**src/rtl/tile_scheduler.sv**
```systemverilog
// K-dimension tile sequencer for the matmul engine.
// Ports: clk/reset, start/abort control, latched tile parameters
// (num_tiles, base_addr_a/b, tile_step_a/b), done_mat_mul handshake in;
// start_mat_mul, A/B tile addresses, accumulate flags, tile_idx, busy and
// done out. All outputs are registered.
module tile_scheduler #(
    parameter int AWIDTH    = 10,
    parameter int CNT_WIDTH = 8
) (
    input  logic                 clk,
    input  logic                 reset,
    input  logic                 start,
    input  logic                 abort,
    input  logic [CNT_WIDTH-1:0] num_tiles,
    input  logic [AWIDTH-1:0]    base_addr_a,
    input  logic [AWIDTH-1:0]    base_addr_b,
    input  logic [AWIDTH-1:0]    tile_step_a,
    input  logic [AWIDTH-1:0]    tile_step_b,
    input  logic                 done_mat_mul,
    output logic                 start_mat_mul,
    output logic [AWIDTH-1:0]    address_mat_a,
    output logic [AWIDTH-1:0]    address_mat_b,
    output logic                 save_output_to_accum,
    output logic                 add_accum_to_output,
    output logic [CNT_WIDTH-1:0] tile_idx,
    output logic                 busy,
    output logic                 done
);

    typedef enum logic [1:0] {IDLE, SETUP, RUN, GAP} state_t;

    state_t               state_q, state_d;
    logic [CNT_WIDTH-1:0] num_q, num_d;
    logic [AWIDTH-1:0]    step_a_q, step_a_d;
    logic [AWIDTH-1:0]    step_b_q, step_b_d;
    logic [AWIDTH-1:0]    addr_a_q, addr_a_d;
    logic [AWIDTH-1:0]    addr_b_q, addr_b_d;
    logic [CNT_WIDTH-1:0] idx_q, idx_d;
    logic                 smm_q, smm_d;
    logic                 save_q, save_d;
    logic                 add_q, add_d;
    logic                 busy_q, busy_d;
    logic                 done_q, done_d;
    logic                 last_tile;

    always_comb begin
        state_d   = state_q;
        num_d     = num_q;
        step_a_d  = step_a_q;
        step_b_d  = step_b_q;
        addr_a_d  = addr_a_q;
        addr_b_d  = addr_b_q;
        idx_d     = idx_q;
        smm_d     = smm_q;
        save_d    = save_q;
        add_d     = add_q;
        busy_d    = busy_q;
        done_d    = 1'b0;
        last_tile = (idx_q == num_q - CNT_WIDTH'(1));

        unique case (state_q)
            IDLE: begin
                // abort in the same cycle suppresses a start request
                if (start && !abort) begin
                    if (num_tiles != '0) begin
                        num_d    = num_tiles;
                        step_a_d = tile_step_a;
                        step_b_d = tile_step_b;
                        addr_a_d = base_addr_a;
                        addr_b_d = base_addr_b;
                        idx_d    = '0;
                        busy_d   = 1'b1;
                        state_d  = SETUP;
                    end else begin
                        done_d = 1'b1;
                    end
                end
            end
            SETUP: begin
                smm_d   = 1'b1;
                save_d  = !last_tile;
                add_d   = (idx_q != '0);
                state_d = RUN;
            end
            RUN: begin
                if (done_mat_mul) begin
                    smm_d = 1'b0;
                    if (last_tile) begin
                        done_d  = 1'b1;
                        busy_d  = 1'b0;
                        save_d  = 1'b0;
                        add_d   = 1'b0;
                        state_d = IDLE;
                    end else begin
                        state_d = GAP;
                    end
                end
            end
            GAP: begin
                // start_mat_mul stays low here so matmul clears its counters
                idx_d    = idx_q + CNT_WIDTH'(1);
                addr_a_d = addr_a_q + step_a_q;
                addr_b_d = addr_b_q + step_b_q;
                state_d  = SETUP;
            end
            default: state_d = IDLE;
        endcase

        // abort overrides everything the case computed, including done
        if (abort && state_q != IDLE) begin
            smm_d    = 1'b0;
            busy_d   = 1'b0;
            save_d   = 1'b0;
            add_d    = 1'b0;
            done_d   = 1'b0;
            addr_a_d = addr_a_q;
            addr_b_d = addr_b_q;
            idx_d    = idx_q;
            state_d  = IDLE;
        end
    end

    always_ff @(posedge clk) begin
        if (reset) begin
            state_q  <= IDLE;
            num_q    <= '0;
            step_a_q <= '0;
            step_b_q <= '0;
            addr_a_q <= '0;
            addr_b_q <= '0;
            idx_q    <= '0;
            smm_q    <= 1'b0;
            save_q   <= 1'b0;
            add_q    <= 1'b0;
            busy_q   <= 1'b0;
            done_q   <= 1'b0;
        end else begin
            state_q  <= state_d;
            num_q    <= num_d;
            step_a_q <= step_a_d;
            step_b_q <= step_b_d;
            addr_a_q <= addr_a_d;
            addr_b_q <= addr_b_d;
            idx_q    <= idx_d;
            smm_q    <= smm_d;
            save_q   <= save_d;
            add_q    <= add_d;
            busy_q   <= busy_d;
            done_q   <= done_d;
        end
    end

    assign start_mat_mul        = smm_q;
    assign address_mat_a        = addr_a_q;
    assign address_mat_b        = addr_b_q;
    assign save_output_to_accum = save_q;
    assign add_accum_to_output  = add_q;
    assign tile_idx             = idx_q;
    assign busy                 = busy_q;
    assign done                 = done_q;

endmodule

```
**config.mk**
```make
export PLATFORM = sky130hd
export DESIGN_NAME = tile_scheduler
export DESIGN_NICKNAME = d
export VERILOG_FILES = /design/src/rtl/tile_scheduler.sv
export SDC_FILE = /design/constraint.sdc
export NUM_CORES = 1
export LEC_CHECK = 0
export CAP_MARGIN = 40
export CORE_ASPECT_RATIO = 0.9
export CORE_MARGIN = 2
export CORE_UTILIZATION = 44
export CTS_CLUSTER_DIAMETER = 80
export CTS_CLUSTER_SIZE = 8
export DETAILED_ROUTE_END_ITERATION = 8
export PLACE_DENSITY_LB_ADDON = 0.08
export SLEW_MARGIN = 25
export SYNTH_ARGS = -nofsm -noshare
export SYNTH_HDL_FRONTEND = slang
export SYNTH_SLANG_ARGS = --single-unit
```
**constraint.sdc**
```tcl
create_clock -name clk -period 3.4 [get_ports clk]
set_input_delay 0.34 -clock clk [delete_from_list [all_inputs] [get_ports clk]]
set_output_delay 0.34 -clock clk [all_outputs]
set_load 0.01 [all_outputs]
```
# Yosys cells after proc, flatten, opt, wreduce, memory -nomap -nowiden
# Index checks and enable logic that the tools add are counted.
dict set report totals {
  regBits 63
  latch_bits 0
  mem_bits_rw 0
  romBits 0
  in_bits 53
  word_cells 71
  mem_count 0
}
dict set report op_classes {
  addsub 4
  multipliers 0
  div 0
  magnitude_cmp 0
  eq_ne 8
  shifts 0
  n_mux 28
  n_bitwise 1
  reduce_logical 18
}
# cell n
set op_table {}
lappend op_table {{$mux W10} 4}
lappend op_table {{$pmux W10 S2} 2}
lappend op_table {{$add A10 B10 Y10} 2}
lappend op_table {{$mux W8} 2}
lappend op_table {{$pmux W8 S2} 1}
lappend op_table {{$reduce_bool A8 Y1} 2}
lappend op_table {{$pmux W1 S2} 5}
lappend op_table {{$mux W1} 9}
lappend op_table {{$reduce_and A3 Y1} 3}
lappend op_table {{$add A8 B1 Y8 const B} 1}
lappend op_table {{$eq A8 B8 Y1} 1}
lappend op_table {{$mux W2} 4}
lappend op_table {{$ne A2 B2 Y1 const B} 4}
lappend op_table {{$pmux W2 S4} 1}
lappend op_table {{$reduce_bool A2 Y1} 4}
lappend op_table {{$sub A8 B1 Y8 const B} 1}
lappend op_table {{$reduce_and A5 Y1} 1}
lappend op_table {{$eq A2 B2 Y1 const B} 2}
lappend op_table {{$reduce_and A4 Y1} 1}
lappend op_table {{$eq A2 B1 Y1 const B} 1}
lappend op_table {{$logic_and A1 B1 Y1} 2}
lappend op_table {{$logic_not A1 Y1} 2}
lappend op_table {{$logic_not A2 Y1} 1}
lappend op_table {{$reduce_and A2 Y1} 1}
lappend op_table {{2 further kinds} 2}

# Depth between registers and ports, before layout
# Gate-level depths: netlist (run 1).
dict set report depth {
  ltp_word 5
  depth_mapped 9
  mapped_depth_nobuf 9
}

# Least setup slack after synthesis (run 1)
# No wires, ideal clock.
dict set report synth_timing {
  kind {flip-flop to flip-flop}
  start {register num_q[0]}
  end {register busy_q (netlist: busy)}
  t_arrival_ns 1.974
  required_time_ns 3.314
  slack_ns 1.339
  stages_incl_launch_ff 9
  period_less_slack_ns 2.061
  cell_sequence {dfxtp_1 inv_1 ha_1 o21ba_1 a221oi_1 a41o_2 o2111ai_4 a211o_1 a221oi_2}
}
dict set report synth_between {
  elab_chain_cells 4
}
# item line_no
set synth_rtl {}
lappend synth_rtl {{from (decl)} 33} ;# logic [CNT_WIDTH-1:0] num_q, num_d;
lappend synth_rtl {{from (signal assigned)} 139} ;# num_q <= num_d;
lappend synth_rtl {{$sub A8 B1 Y8} 59} ;# last_tile = (idx_q == num_q - CNT_WIDTH'(1));
lappend synth_rtl {{$eq A8 B8 Y1} 59}
lappend synth_rtl {{$ne A2 B2 Y1 (no source line)} -}
lappend synth_rtl {{$reduce_and A5 Y1 (no source line)} -}
lappend synth_rtl {{to (signal assigned)} 148} ;# busy_q <= busy_d;
lappend synth_rtl {{to (decl)} 42} ;# logic busy_q, busy_d;
# No other way between the ends.
# A chain may end at the register's enable or synchronous reset.

# Worst setup path after layout (run 1)
dict set report layout_timing {
  start {input num_tiles[7]}
  end {register idx_q[1] (netlist: tile_idx[1])}
}
dict set report layout_between {
  elab_chain_cells 3
}
# item line_no
set layout_rtl {}
lappend layout_rtl {{from (decl)} 14} ;# input logic [CNT_WIDTH-1:0] num_tiles,
lappend layout_rtl {{$reduce_bool A8 Y1} 65} ;# if (num_tiles != '0) begin
lappend layout_rtl {{$ne A2 B2 Y1 (no source line)} -}
lappend layout_rtl {{$reduce_and A4 Y1 (no source line)} -}
lappend layout_rtl {{to (signal assigned)} 144} ;# idx_q <= idx_d;
lappend layout_rtl {{to (decl)} 38} ;# logic [CNT_WIDTH-1:0] idx_q, idx_d;
# No other way between the ends.

==> results of run 1 <==
==> sequential cells by signal, summed over array words and instances, names as in the netlist <==
signal and flops:
add_accum_to_output 1, address_mat_a 10, address_mat_b 10, busy 1, done 1, num_q 8
save_output_to_accum 1, start_mat_mul 1, state_q 2, step_a_q 10, step_b_q 10, tile_idx 8
==> worst min path at each step <==
stage,end,slack [ns],from,cells after the start
floorplan,step_a_q[0]$_SDFFE_PP0P_,0.44,step_a_q[0]$_SDFFE_PP0P_,2
global placement,step_a_q[0]$_SDFFE_PP0P_,0.45,step_a_q[0]$_SDFFE_PP0P_,2
detailed placement,step_a_q[2]$_SDFFE_PP0P_,0.45,step_a_q[2]$_SDFFE_PP0P_,2
CTS,step_a_q[2]$_SDFFE_PP0P_,0.46,step_a_q[2]$_SDFFE_PP0P_,2
global route,step_b_q[2]$_SDFFE_PP0P_,0.48,step_b_q[2]$_SDFFE_PP0P_,2
finish,step_a_q[2]$_SDFFE_PP0P_,0.46,step_a_q[2]$_SDFFE_PP0P_,2
==> synthesized netlist by cell type, drive strengths merged, types with 3 or more instances <==
master  instances  area share (%)
nor4            3            0.49
a31oi           9             1.5
a221oi          3             1.0
mux2i          12             3.1
or3             5            0.81
o21a            4            0.78
ha             25             8.1
xnor2          19             4.8
dfxtp          63              33
nor2b           4            0.65
and3            3            0.52
xor2            9             2.0
nor2           30             3.0
o31ai           5            0.97
nand2b          3            0.49
nand3           9             1.2
nand2          73             7.1
nand4           3            0.49
a21o            6             1.2
nor3           10             2.0
o22ai           3            0.49
inv            23             2.2
a21oi          48             6.2
o21ai          22             3.0
nor4b           7             1.6
buf             9             1.8
a211oi         15             3.1
clkbuf         11             1.1
==> power groups by stage <==
stage	Clock, mW	Combinational, mW	Sequential [mW]
floorplan	0	0.323	0.868
global placement	0	0.528	0.863
detailed placement	0	0.537	0.864
CTS	0.759	0.540	0.848
global route	0.795	0.595	0.856
finish	0.741	0.539	0.847
==> metal layers <==
layer	GRT usage, %	share of wire [%]
met1	29.07	49
met2	33.88	46
met3	4.528	4.5
met4	5.667	0.89
met5	0	0
==> kinds of logic (layout without fill, tap and decap cells) <==
logic type / Yosys count / in the layout / share of synthesized area (%)
compound gates: 128 / 128 / 21.72
xor+xnor: 28 / 28 / 6.851
fa+ha+maj: 27 / 27 / 9.156
buf+inv: 43 / 129 / 5.097
flops: 63 / 63 / 32.73
mux: 12 / 12 / 3.117
simple gates: 164 / 164 / 21.33
==> cell type report <==
class	instances	share of cell area, %
clock buffer	13	3.162
tap	119	2.962
sequential	63	25.09
inverter	23	1.718
multi-input combinational	359	47.95
timing repair buffer	90	17.82
clock inverter	3	1.294
==> stage by stage <==
step | hold WS [ns] | cells | instance area, µm² | utilization [%] | total power, mW
2_1_floorplan | 0.4400 | 465 | 3854 | - | 1.190
3_3_place_gp | 0.4505 | 654 | 4802 | 56.31 | 1.391
3_5_place_dp | 0.4512 | 654 | 4802 | 56.31 | 1.401
4_1_cts | 0.4616 | 670 | 5026 | 58.93 | 2.147
5_1_grt | 0.4801 | 670 | 5026 | 58.93 | 2.246
6_report | 0.4615 | 670 | 5026 | 58.93 | 2.127
==> worst max-delay path, cell delays in order <==
cell	delay, ns
sky130_fd_sc_hd__clkdlybuf4s50_1	0.41
sky130_fd_sc_hd__or4_1	0.62
sky130_fd_sc_hd__o21ai_2	0.23
sky130_fd_sc_hd__a211o_1	0.51
sky130_fd_sc_hd__o21ai_1	0.31
sky130_fd_sc_hd__a21oi_1	0.18
==> out/metrics.json, run 1 <==
{
  "result_of_the_run": {"value": "finished, final reports clean"},
  "most_frequent_standard_cell_in_the_layout_excluding_fill_and_tap_cells": {"value": "sky130_fd_sc_hd__clkdlybuf4s50_1"},
  "layout_worst_path_cycle_share": {"value": 69.37, "unit": "%"},
  "drt_wl_total": {"value": 9840, "unit": "µm"},
  "tritoncts": {"value": "built"},
  "synth_cell_types": {"value": 62},
  "clock_power_share": {"value": 34.8, "unit": "%"},
  "h_tree_lvl_count": {"value": 3},
  "min-delay-path-class": {"value": "flop to flop"},
  "critical_path.startpoint": {"value": "num_tiles[7]"},
  "critPathCapture": {"value": "tile_idx[1]$_SDFFE_PP0P_"},
  "netlist_instances": {"value": 465},
  "synth.ff_latch_count": {"value": 63},
  "cts_buffer_depth": {"value": 2},
  "pwr-share-seq": {"value": 39.8, "unit": "%"},
  "vias_per_cell": {"value": 5.337},
  "place_congestion": {"value": 0.7909},
  "grt_pass1_wl": {"value": 15990, "unit": "µm"},
  "cts_num_sinks": {"value": 63},
  "r2r.worst_path.cells": {"value": 8},
  "number_of_drc_violations_after_detailed_routing": {"value": 0},
  "nNetsFinal": {"value": 626},
  "startpoint_kind_of_the_worst_setup_timing_path": {"value": "input pin"},
  "synthesis.area_per_instance": {"value": 8.288, "unit": "µm²"},
  "initial_utilization": {"value": 45.19, "unit": "%"},
  "maxClockFrequency": {"value": 424.0, "unit": "MHz"},
  "die_x": {"value": 102.7, "unit": "µm"},
  "power.net_switching": {"value": 0.6090, "unit": "mW"},
  "core_area": {"value": 0.008528, "unit": "mm²"},
  "syn-num-nets": {"value": 545},
  "placementRows": {"value": 32},
  "p_leak": {"value": 1.857, "unit": "nW"},
  "synth-main-ff-cell": {"value": "sky130_fd_sc_hd__dfxtp_1"},
  "worstMarginPinSlew": {"value": 0.8018, "unit": "ns"},
  "finalClockSkew": {"value": 0.01363, "unit": "ns"},
  "final-seq-area": {"value": 0.001261, "unit": "mm²"},
  "first_global_vias": {"value": 3377},
  "first_iteration_detailed_routing_drc_count": {"value": 132},
  "ff2ff_setup_slack": {"value": 1.10, "unit": "ns"},
  "power.share.switching": {"value": 28.63, "unit": "%"},
  "cts.repair.resized": {"value": 0},
  "setup_slack": {"value": 1.041, "unit": "ns"},
  "drt_pass1_iterations": {"value": 4},
  "tns": {"value": 0, "unit": "ns"},
  "combined_area_of_the_multi_input_logic_cells": {"value": 0.002410, "unit": "mm²"},
  "timing.slew.headroom": {"value": 46.54, "unit": "%"},
  "worst_skew_pair.late_latency": {"value": 0.34, "unit": "ns"},
  "setup_viol": {"value": 0},
  "clk_pin_slew_worst_paths": {"value": 0.07, "unit": "ns"},
  "ctsHoldBuffers": {"value": 0},
  "cp.required": {"value": 3.66, "unit": "ns"},
  "route.vias.total": {"value": 3576},
  "power.density": {"value": 423.2, "unit": "mW/mm²"},
  "critical_path_arrival": {"value": 2.62, "unit": "ns"},
  "synth_async_sr_flop_share": {"value": 0, "unit": "%"},
  "ioPinCount": {"value": 86},
  "grt_setup_unrepaired": {"value": "no"},
  "slew_violations": {"value": 0},
  "final_hold_viol_count": {"value": 0},
  "layout-drive-gt1-share": {"value": 7.260, "unit": "%"},
  "crit_path_end_kind": {"value": "flop"},
  "worst-path-max-fanout": {"value": 18},
  "setup.worst_path.class": {"value": "input pin to flop"},
  "drt.antenna.violating_nets": {"value": 0},
  "design.die.area": {"value": 0.009524, "unit": "mm²"},
  "n_antenna_cell": {"value": 0},
  "total_clock_buffers_created_by_cts": {"value": 9},
  "post_synth_edffs": {"value": 0},
  "grt_start_max_net_pins": {"value": 40},
  "power.combinational.fraction": {"value": 25.3, "unit": "%"},
  "cts_setup_buffers": {"value": 0},
  "post_drt_wl_per_cell": {"value": 14.69, "unit": "µm"},
  "clock-root-buffer": {"value": "sky130_fd_sc_hd__clkbuf_8"},
  "final_period_demand_of_the_worst_path": {"value": 2.359, "unit": "ns"},
  "die_h": {"value": 92.79, "unit": "µm"},
  "maxCapViolations": {"value": 0},
  "global_route.usage.total": {"value": 21.29, "unit": "%"},
  "crit-reg2reg-launch": {"value": "num_q[0]$_SDFFE_PP0P_"},
  "p_int": {"value": 1.518, "unit": "mW"},
  "syn_area": {"value": 0.003854, "unit": "mm²"},
  "port_buf_inserts": {"value": 85},
  "nFillCells": {"value": 788},
  "most-common-layout-cells": {"value": "sky130_fd_sc_hd__clkdlybuf4s50_1 (84), sky130_fd_sc_hd__nand2_1 (73), sky130_fd_sc_hd__dfxtp_1 (63)"},
  "area.growth.synth_to_final": {"value": 30.42, "unit": "%"},
  "globalRoute.totalOverflow": {"value": 0},
  "dp_slack": {"value": 0.7245, "unit": "ns"},
  "max-vdd-ir-drop": {"value": 0.0002714, "unit": "V"},
  "synth-seq-area-share": {"value": 32.73, "unit": "%"},
  "worst_r2r_endpoint": {"value": "busy$_SDFFE_PP0P_"},
  "dpl.hpwl": {"value": 7170, "unit": "µm"},
  "grt_antenna_before_repair": {"value": 0},
  "synth.yosys.warnings": {"value": 0}
}
No activity file was read; power rests on OpenSTA's default activity.
==> run 2: changes to the inputs <==
clock period = 1.9 ns   (was 3.4 ns; I/O delays follow)
==> run 2 against run 1 <==
Compared with the run above:
- the run now ends with negative setup slack left
- clock power up 89%
- cell area increased by 14%
- final cell count increased by 8.5%
- wire length increased by 15%
- global-route usage rose by 2.6 points
- sequential share of layout area shrank 2.7 points
- register-to-register slack worse by 1.1 ns
- worst hold slack worse by 0.19 ns
- sequential cell count unchanged
- power up 95%
- critical endpoint is now busy$_SDFFE_PP0P_
- largest cell class unchanged
- largest power group unchanged
==> out/metrics.json, run 2 (same netlist as run 1, synthesis figures left out) <==
{
  "dpl.hpwl": {"value": 8104, "unit": "µm"},
  "post_drt_wl_per_cell": {"value": 15.53, "unit": "µm"},
  "timing.critical_path.mode_cell": {"value": "sky130_fd_sc_hd__a221oi_2"},
  "ff2ff_setup_slack": {"value": -0.01, "unit": "ns"},
  "timing.slew.headroom": {"value": 63.14, "unit": "%"},
  "drt_wl_total": {"value": 11290, "unit": "µm"},
  "h_tree_lvl_count": {"value": 3},
  "cts_buffer_depth": {"value": 2},
  "cp.required": {"value": 2.18, "unit": "ns"},
  "grt_pass1_wl": {"value": 17790, "unit": "µm"},
  "worst_skew_pair.late_latency": {"value": 0.36, "unit": "ns"},
  "startpoint_kind_of_the_worst_setup_timing_path": {"value": "flop"},
  "slowest_delay": {"value": 0.38, "unit": "ns"},
  "drt.antenna.violating_nets": {"value": 0},
  "worst_r2r_endpoint": {"value": "busy$_SDFFE_PP0P_"},
  "die_x": {"value": 102.7, "unit": "µm"},
  "power": {"value": 4.148, "unit": "mW"},
  "initial_utilization": {"value": 45.19, "unit": "%"},
  "place_congestion": {"value": 0.8270},
  "nNetsFinal": {"value": 683},
  "tritoncts": {"value": "built"},
  "number_of_cells_on_the_worst_hold_path": {"value": 2},
  "tns": {"value": -0.01316, "unit": "ns"},
  "worstPathBufferInverterCount": {"value": 1},
  "area.growth.synth_to_final": {"value": 48.70, "unit": "%"},
  "worstMarginPinSlew": {"value": 0.5453, "unit": "ns"},
  "p_leak": {"value": 2.200, "unit": "nW"},
  "final_hold_viol_count": {"value": 0},
  "worst-path-max-fanout": {"value": 4},
  "hold_path.startpoint": {"value": "reset"},
  "crit_path_end_kind": {"value": "flop"},
  "first_iteration_detailed_routing_drc_count": {"value": 203},
  "grt_start_max_net_pins": {"value": 23},
  "grt_setup_unrepaired": {"value": "yes"},
  "ioPinCount": {"value": 86},
  "placementRows": {"value": 32},
  "slew_violations": {"value": 0},
  "port_buf_inserts": {"value": 85},
  "vias_per_cell": {"value": 5.381},
  "core_area": {"value": 0.008528, "unit": "mm²"},
  "maxClockFrequency": {"value": 522.7, "unit": "MHz"},
  "setup_viol": {"value": 1},
  "crit-reg2reg-launch": {"value": "num_q[0]$_SDFFE_PP0P_"},
  "first_global_vias": {"value": 3703},
  "finalClockSkew": {"value": 0.008576, "unit": "ns"},
  "max-vdd-ir-drop": {"value": 0.0005246, "unit": "V"},
  "layout-drive-gt1-share": {"value": 24.34, "unit": "%"},
  "layout_worst_path_cycle_share": {"value": 100.7, "unit": "%"},
  "die_h": {"value": 92.79, "unit": "µm"},
  "number_of_drc_violations_after_detailed_routing": {"value": 0},
  "maxCapViolations": {"value": 0},
  "grt_antenna_before_repair": {"value": 0},
  "drt_pass1_iterations": {"value": 4},
  "critical_path.startpoint": {"value": "num_q[0]$_SDFFE_PP0P_"},
  "dp_slack": {"value": -0.3758, "unit": "ns"},
  "power.density": {"value": 723.8, "unit": "mW/mm²"},
  "route.vias.total": {"value": 3912},
  "global_route.usage.total": {"value": 23.90, "unit": "%"},
  "setup.worst_path.class": {"value": "flop to flop"},
  "clock-root-buffer": {"value": "sky130_fd_sc_hd__clkbuf_8"},
  "worstPathCellList": {"value": "inv_2, ha_4, o21ba_1, a221oi_2, a41o_2, o2111ai_4, a211o_1, a221oi_2"},
  "min-delay-path-class": {"value": "input pin to flop"},
  "design.die.area": {"value": 0.009524, "unit": "mm²"},
  "result_of_the_run": {"value": "finished, violations left"},
  "setup_slack": {"value": -0.01316, "unit": "ns"},
  "n_antenna_cell": {"value": 0},
  "final_period_demand_of_the_worst_path": {"value": 1.913, "unit": "ns"},
  "total_clock_buffers_created_by_cts": {"value": 9},
  "cts_num_sinks": {"value": 63},
  "final-seq-area": {"value": 0.001281, "unit": "mm²"},
  "r2r.worst_path.cells": {"value": 8},
  "most_frequent_standard_cell_in_the_layout_excluding_fill_and_tap_cells": {"value": "sky130_fd_sc_hd__clkdlybuf4s50_1"},
  "clk_pin_slew_worst_paths": {"value": 0.07, "unit": "ns"},
  "cpLargestDelayFamily": {"value": "compound AO/OA/AOI/OAI gates"},
  "globalRoute.totalOverflow": {"value": 0},
  "nFillCells": {"value": 727},
  "critical_path.slowest_cell": {"value": "sky130_fd_sc_hd__dfxtp_4"},
  "critical_path_arrival": {"value": 2.19, "unit": "ns"},
  "violations": {"value": "negative setup slack"},
  "holdPathEnd": {"value": "step_b_q[9]$_SDFFE_PP0P_"},
  "most-common-layout-cells": {"value": "sky130_fd_sc_hd__clkdlybuf4s50_1 (84), sky130_fd_sc_hd__nand2_1 (73), sky130_fd_sc_hd__buf_4 (57)"},
  "combined_area_of_the_multi_input_logic_cells": {"value": 0.002603, "unit": "mm²"}
}
run 2: cell types whose count changed in the layout (fill, tap and decap cells not counted), sizes merged:
cell / delta
buf: +56
clkinvlp: +1
run 2: metal layers:
layer  routed length [µm]  part of all wire [%]  global-route usage [%]  vias to the layer above
met3                  613                   5.4                   5.660                       19
li1                     -                     -                       -                     1943
met4                  192                   1.7                   6.667                        0
met2                 5309                    47                   38.40                      107
met5                    0                     0                       0                        -
met1                 5174                    46                   31.83                     1843
run 2: worst register-to-register path, delay by kind of cell (launching register included):
kind / cells / cell delay [ns]
fa+ha+maj: 1 / 0.17
compound gates: 6 / 1.22
buf+inv: 1 / 0.05
flops: 1 / 0.38
run 2: layout make-up:
class / instances / share of cell area [%]
flip-flops and latches: 63 / 22.36
clock inverters: 4 / 1.332
well taps: 119 / 2.598
clock buffers: 12 / 2.882
multi-input cells: 359 / 45.41
repair buffers: 147 / 23.91
inverters: 23 / 1.507
run 2: timing repair:
| action | in CTS | in global routing |
|---|---|---|
| cloned | 0 | 1 |
| pin swaps | 14 | 20 |
| gates resized for setup | 26 | 36 |
| buffers inserted | 2 | 7 |
| setup endpoints to repair | 22 | 39 |
| hold buffers | 0 | 0 |
run 2: worst max path at each step:
stage / endpoint / slack, ns / cells past startpoint
finish: busy$_SDFFE_PP0P_ / -0.01 / 8
global route: busy$_SDFFE_PP0P_ / -0.09 / 8
CTS: busy$_SDFFE_PP0P_ / -0.03 / 8
detailed placement: tile_idx[3]$_SDFFE_PP0P_ / -0.38 / 7
global placement: tile_idx[3]$_SDFFE_PP0P_ / -0.37 / 7
floorplan: address_mat_b[6]$_SDFFE_PP0P_ / 0.004 / 9
run 2: metrics by stage:
step	hold WS, ns	utilization (%)	cells	cell area, µm²
finish	0.2738	67.19	727	5731
global route	0.2792	67.19	727	5731
CTS	0.2492	64.77	720	5524
detailed placement	0.4541	60.96	702	5199
global placement	0.4476	60.83	701	5187
floorplan	0.3156	-	465	3861
run 2: report_power, final:
| group | total, mW | switching (mW) | internal [mW] |
|---|---|---|---|
| registers | 1.52 | 0.0903 | 1.43 |
| clock network | 1.40 | 0.556 | 0.848 |
| logic | 1.23 | 0.569 | 0.656 |
| total | 4.15 | 1.22 | 2.93 |
==> patch, RTL diff (flow settings as in run 2) <==
Take the reset off `addr_a_q` and `addr_b_q` and load them in a clocked block of their own.
--- a/src/rtl/tile_scheduler.sv
+++ b/src/rtl/tile_scheduler.sv
@@ -126,8 +126,6 @@
             num_q    <= '0;
             step_a_q <= '0;
             step_b_q <= '0;
-            addr_a_q <= '0;
-            addr_b_q <= '0;
             idx_q    <= '0;
             smm_q    <= 1'b0;
             save_q   <= 1'b0;
@@ -139,8 +137,6 @@
             num_q    <= num_d;
             step_a_q <= step_a_d;
             step_b_q <= step_b_d;
-            addr_a_q <= addr_a_d;
-            addr_b_q <= addr_b_d;
             idx_q    <= idx_d;
             smm_q    <= smm_d;
             save_q   <= save_d;
@@ -148,6 +144,11 @@
             busy_q   <= busy_d;
             done_q   <= done_d;
         end
+    end
+
+    always_ff @(posedge clk) begin
+        addr_a_q <= addr_a_d;
+        addr_b_q <= addr_b_d;
     end
 
     assign start_mat_mul        = smm_q;
Check against the original RTL: not equivalent (Yosys sat finds a counterexample within 4 cycles, from zero or initial values and one cycle with reset high).
==> patch against run 2 <==
  * The flow still finishes with violations (setup timing)
  * Sequential power rose by 7%
  * Cell area fell by 5.7%
  * Synthesized cell count fell by 12%
  * Total power rose by 2.0%
  * Sequential cell count did not move
  * Wire length fell by 12%
  * Worst setup slack got worse by 0.15 ns
  * Global-route usage fell by 2.0 points
  * Maximum frequency fell by 7.1%
  * Synthesized area fell by 5.1%
==> patch: results (changes against run 2) <==
Worst setup path
  – Max Fanout on Critical Path: 3 (was 4)
  – Crit end category: flop (unchanged)
  – Worst setup path startpoint: address_mat_b[0]$_DFFE_PP_ (was num_q[0]$_SDFFE_PP0P_)
  – CP Data Arrival Time: 2.27 ns (was 2.19 ns)
  – R2r worst-path depth: 9 (was 8)
  – R2r endpoint: address_mat_b[8]$_DFFE_PP_ (was busy$_SDFFE_PP0P_)

Global route
  – Number of global-route vias before repair: 3316 (was 3703)
  – Global-route usage over all layers: 21.9% (was 23.9%)
  – Largest net degree at the start of global routing: 21 (was 23)
  – Initial antenna violation count: 0 (unchanged)
  – First-pass GRT wire length: 15.7 mm (was 17.8 mm)

Place
  – Final HPWL DP: 7.15 mm (was 8.10 mm)
  – IO Port Bufs: 85 (unchanged)
  – Placed inst area: 4990 um^2 (was 5200 um^2)
  – Global placer's final weighted congestion: 0.850 (was 0.827)
  – Pre-CTS WS: -0.304 ns (was -0.376 ns)

Synthesis
  – Synth top cells by count: nand2_1, a21oi_1, dfxtp_1 (was nand2_1, dfxtp_1, a21oi_1)
  – Seq/Total Area, Yosys: 39.9% (was 32.7%)
  – Synth top area cells: dfxtp_1, edfxtp_1, ha_1 (was dfxtp_1, ha_1, nand2_1)
  – Yosys cell types: 54 (was 62)
  – Syn Nets: 491 (was 545)
  – Post-synth EDFFs: 20 (was 0)
  – Ys async rst share: 0% (unchanged)

Route
  – WL final: 9.93 mm (was 11.3 mm)
  – Via density: 5.24 (was 5.38)
  – Iteration-0 DRC Markers: 108 (was 203)

Hold path
  – Worst hold path type: in2reg (unchanged)

Status
  – Failing checks: setup timing (unchanged)
  – Status: complete, but fails checks (unchanged)

STA
  – Setup TNS: -0.949 ns (was -0.0132 ns)
  – Final WS setup: -0.159 ns (was -0.0132 ns)
  – Normalized max-slew margin: 71.7% (was 63.1%)
  – Final setup fails: 11 (was 1)
  – Clock skew: 0.0170 ns (was 0.00858 ns)
  – Pins over their slew limit: 0 (unchanged)
  – WHS: 0.399 ns (was 0.274 ns)

Finish
  – Final #Nets: 631 (was 683)
  – Fillers: 676 (was 727)
  – Layout cells sized above 1: 22.7% (was 24.3%)

Clock network
  – Post-cts repair resize count: 13 (was 26)
  – Root buffer cell: clkbuf_8 (unchanged)
  – Maximum root-to-sink buffer count: 2 (unchanged)
  – Worst skew pair latency: 0.34 ns (was 0.36 ns)
  – Setup Buffers After CTS: 9 (was 2)
  – Cts bufs inserted: 9 (unchanged)

Power and ir drop
  – Net Sw Frac: 29.5% (was 29.3%)
  – Max VDD drop: 424 uV (was 525 uV)
  – P_leak: 2.17 nW (was 2.20 nW)
[patch: cell type report]
| type | count | area, um^2 | share of cell area (%) |
|---|---|---|---|
| tap | 99 | 124 | 2.29 |
| multi-input combinational | 312 | 2160 | 40.1 |
| clock buffer | 13 | 169 | 3.13 |
| timing repair buffer | 142 | 1350 | 24.9 |
| inverter | 23 | 93.8 | 1.74 |
| clock inverter | 3 | 40.0 | 0.741 |
| sequential | 63 | 1470 | 27.2 |
[patch: cells by family (layout without fill, tap and decap cells)]
| kind of cell | after synthesis | count (layout) | synth area share (%) |
|---|---|---|---|
| simple gates | 154 | 154 | 19.8 |
| compound gates | 92 | 92 | 16.1 |
| flops | 63 | 63 | 39.9 |
| buf+inv | 36 | 181 | 4.45 |
| fa+ha+maj | 27 | 27 | 9.64 |
| xor+xnor | 26 | 26 | 6.22 |
| mux | 13 | 13 | 3.90 |
[patch: worst min path at each step]
stage | startpoint | endpoint | depth (start not counted)
final | tile_step_b[0] | step_b_q[0]$_SDFFE_PP0P_ | 3
after global placement | step_a_q[8]$_SDFFE_PP0P_ | step_a_q[8]$_SDFFE_PP0P_ | 2
after global routing | tile_step_a[0] | step_a_q[0]$_SDFFE_PP0P_ | 3
after detailed placement | step_a_q[7]$_SDFFE_PP0P_ | step_a_q[7]$_SDFFE_PP0P_ | 2
after CTS | tile_step_b[0] | step_b_q[0]$_SDFFE_PP0P_ | 3
after floorplan | num_tiles[0] | num_q[0]$_SDFFE_PP0P_ | 2
[patch: metal layers]
metal	vias to the layer above	part of all wire [%]	GRT usage, %
li1	1720	-	-
met1	1597	47	28.3
met2	95	47	35.5
met3	18	5.1	6.04
met4	0	1.3	6.51
met5	-	0	0
[patch: power by group through the flow]
stage / combinational (W) / clock (W) / sequential, W
finish: 0.00138 / 0.00122 / 0.00163
global route: 0.00149 / 0.00131 / 0.00165
CTS: 0.00134 / 0.00125 / 0.00163
detailed placement: 0.00128 / 0 / 0.00166
global placement: 0.00126 / 0 / 0.00166
floorplan: 0.000667 / 0 / 0.00169
[patch: critical path: stages (launching register included)]
cell and delay [ns]:
edfxtp_1 0.36, ha_2 0.20, inv_2 0.04, fa_2 0.34
nor2b_1 0.16, o21ai_2 0.09, a21boi_2 0.21, o211ai_1 0.16
a211o_1 0.30, nand3_1 0.07
[patch: per-stage QoR]
| step | std cells | total power [W] |
|---|---|---|
| 2_1_floorplan | 411 | 0.00235 |
| 6_report | 655 | 0.00423 |
| 4_1_cts | 651 | 0.00423 |
| 3_3_place_gp | 626 | 0.00292 |
| 3_5_place_dp | 626 | 0.00294 |
| 5_1_grt | 655 | 0.00445 |
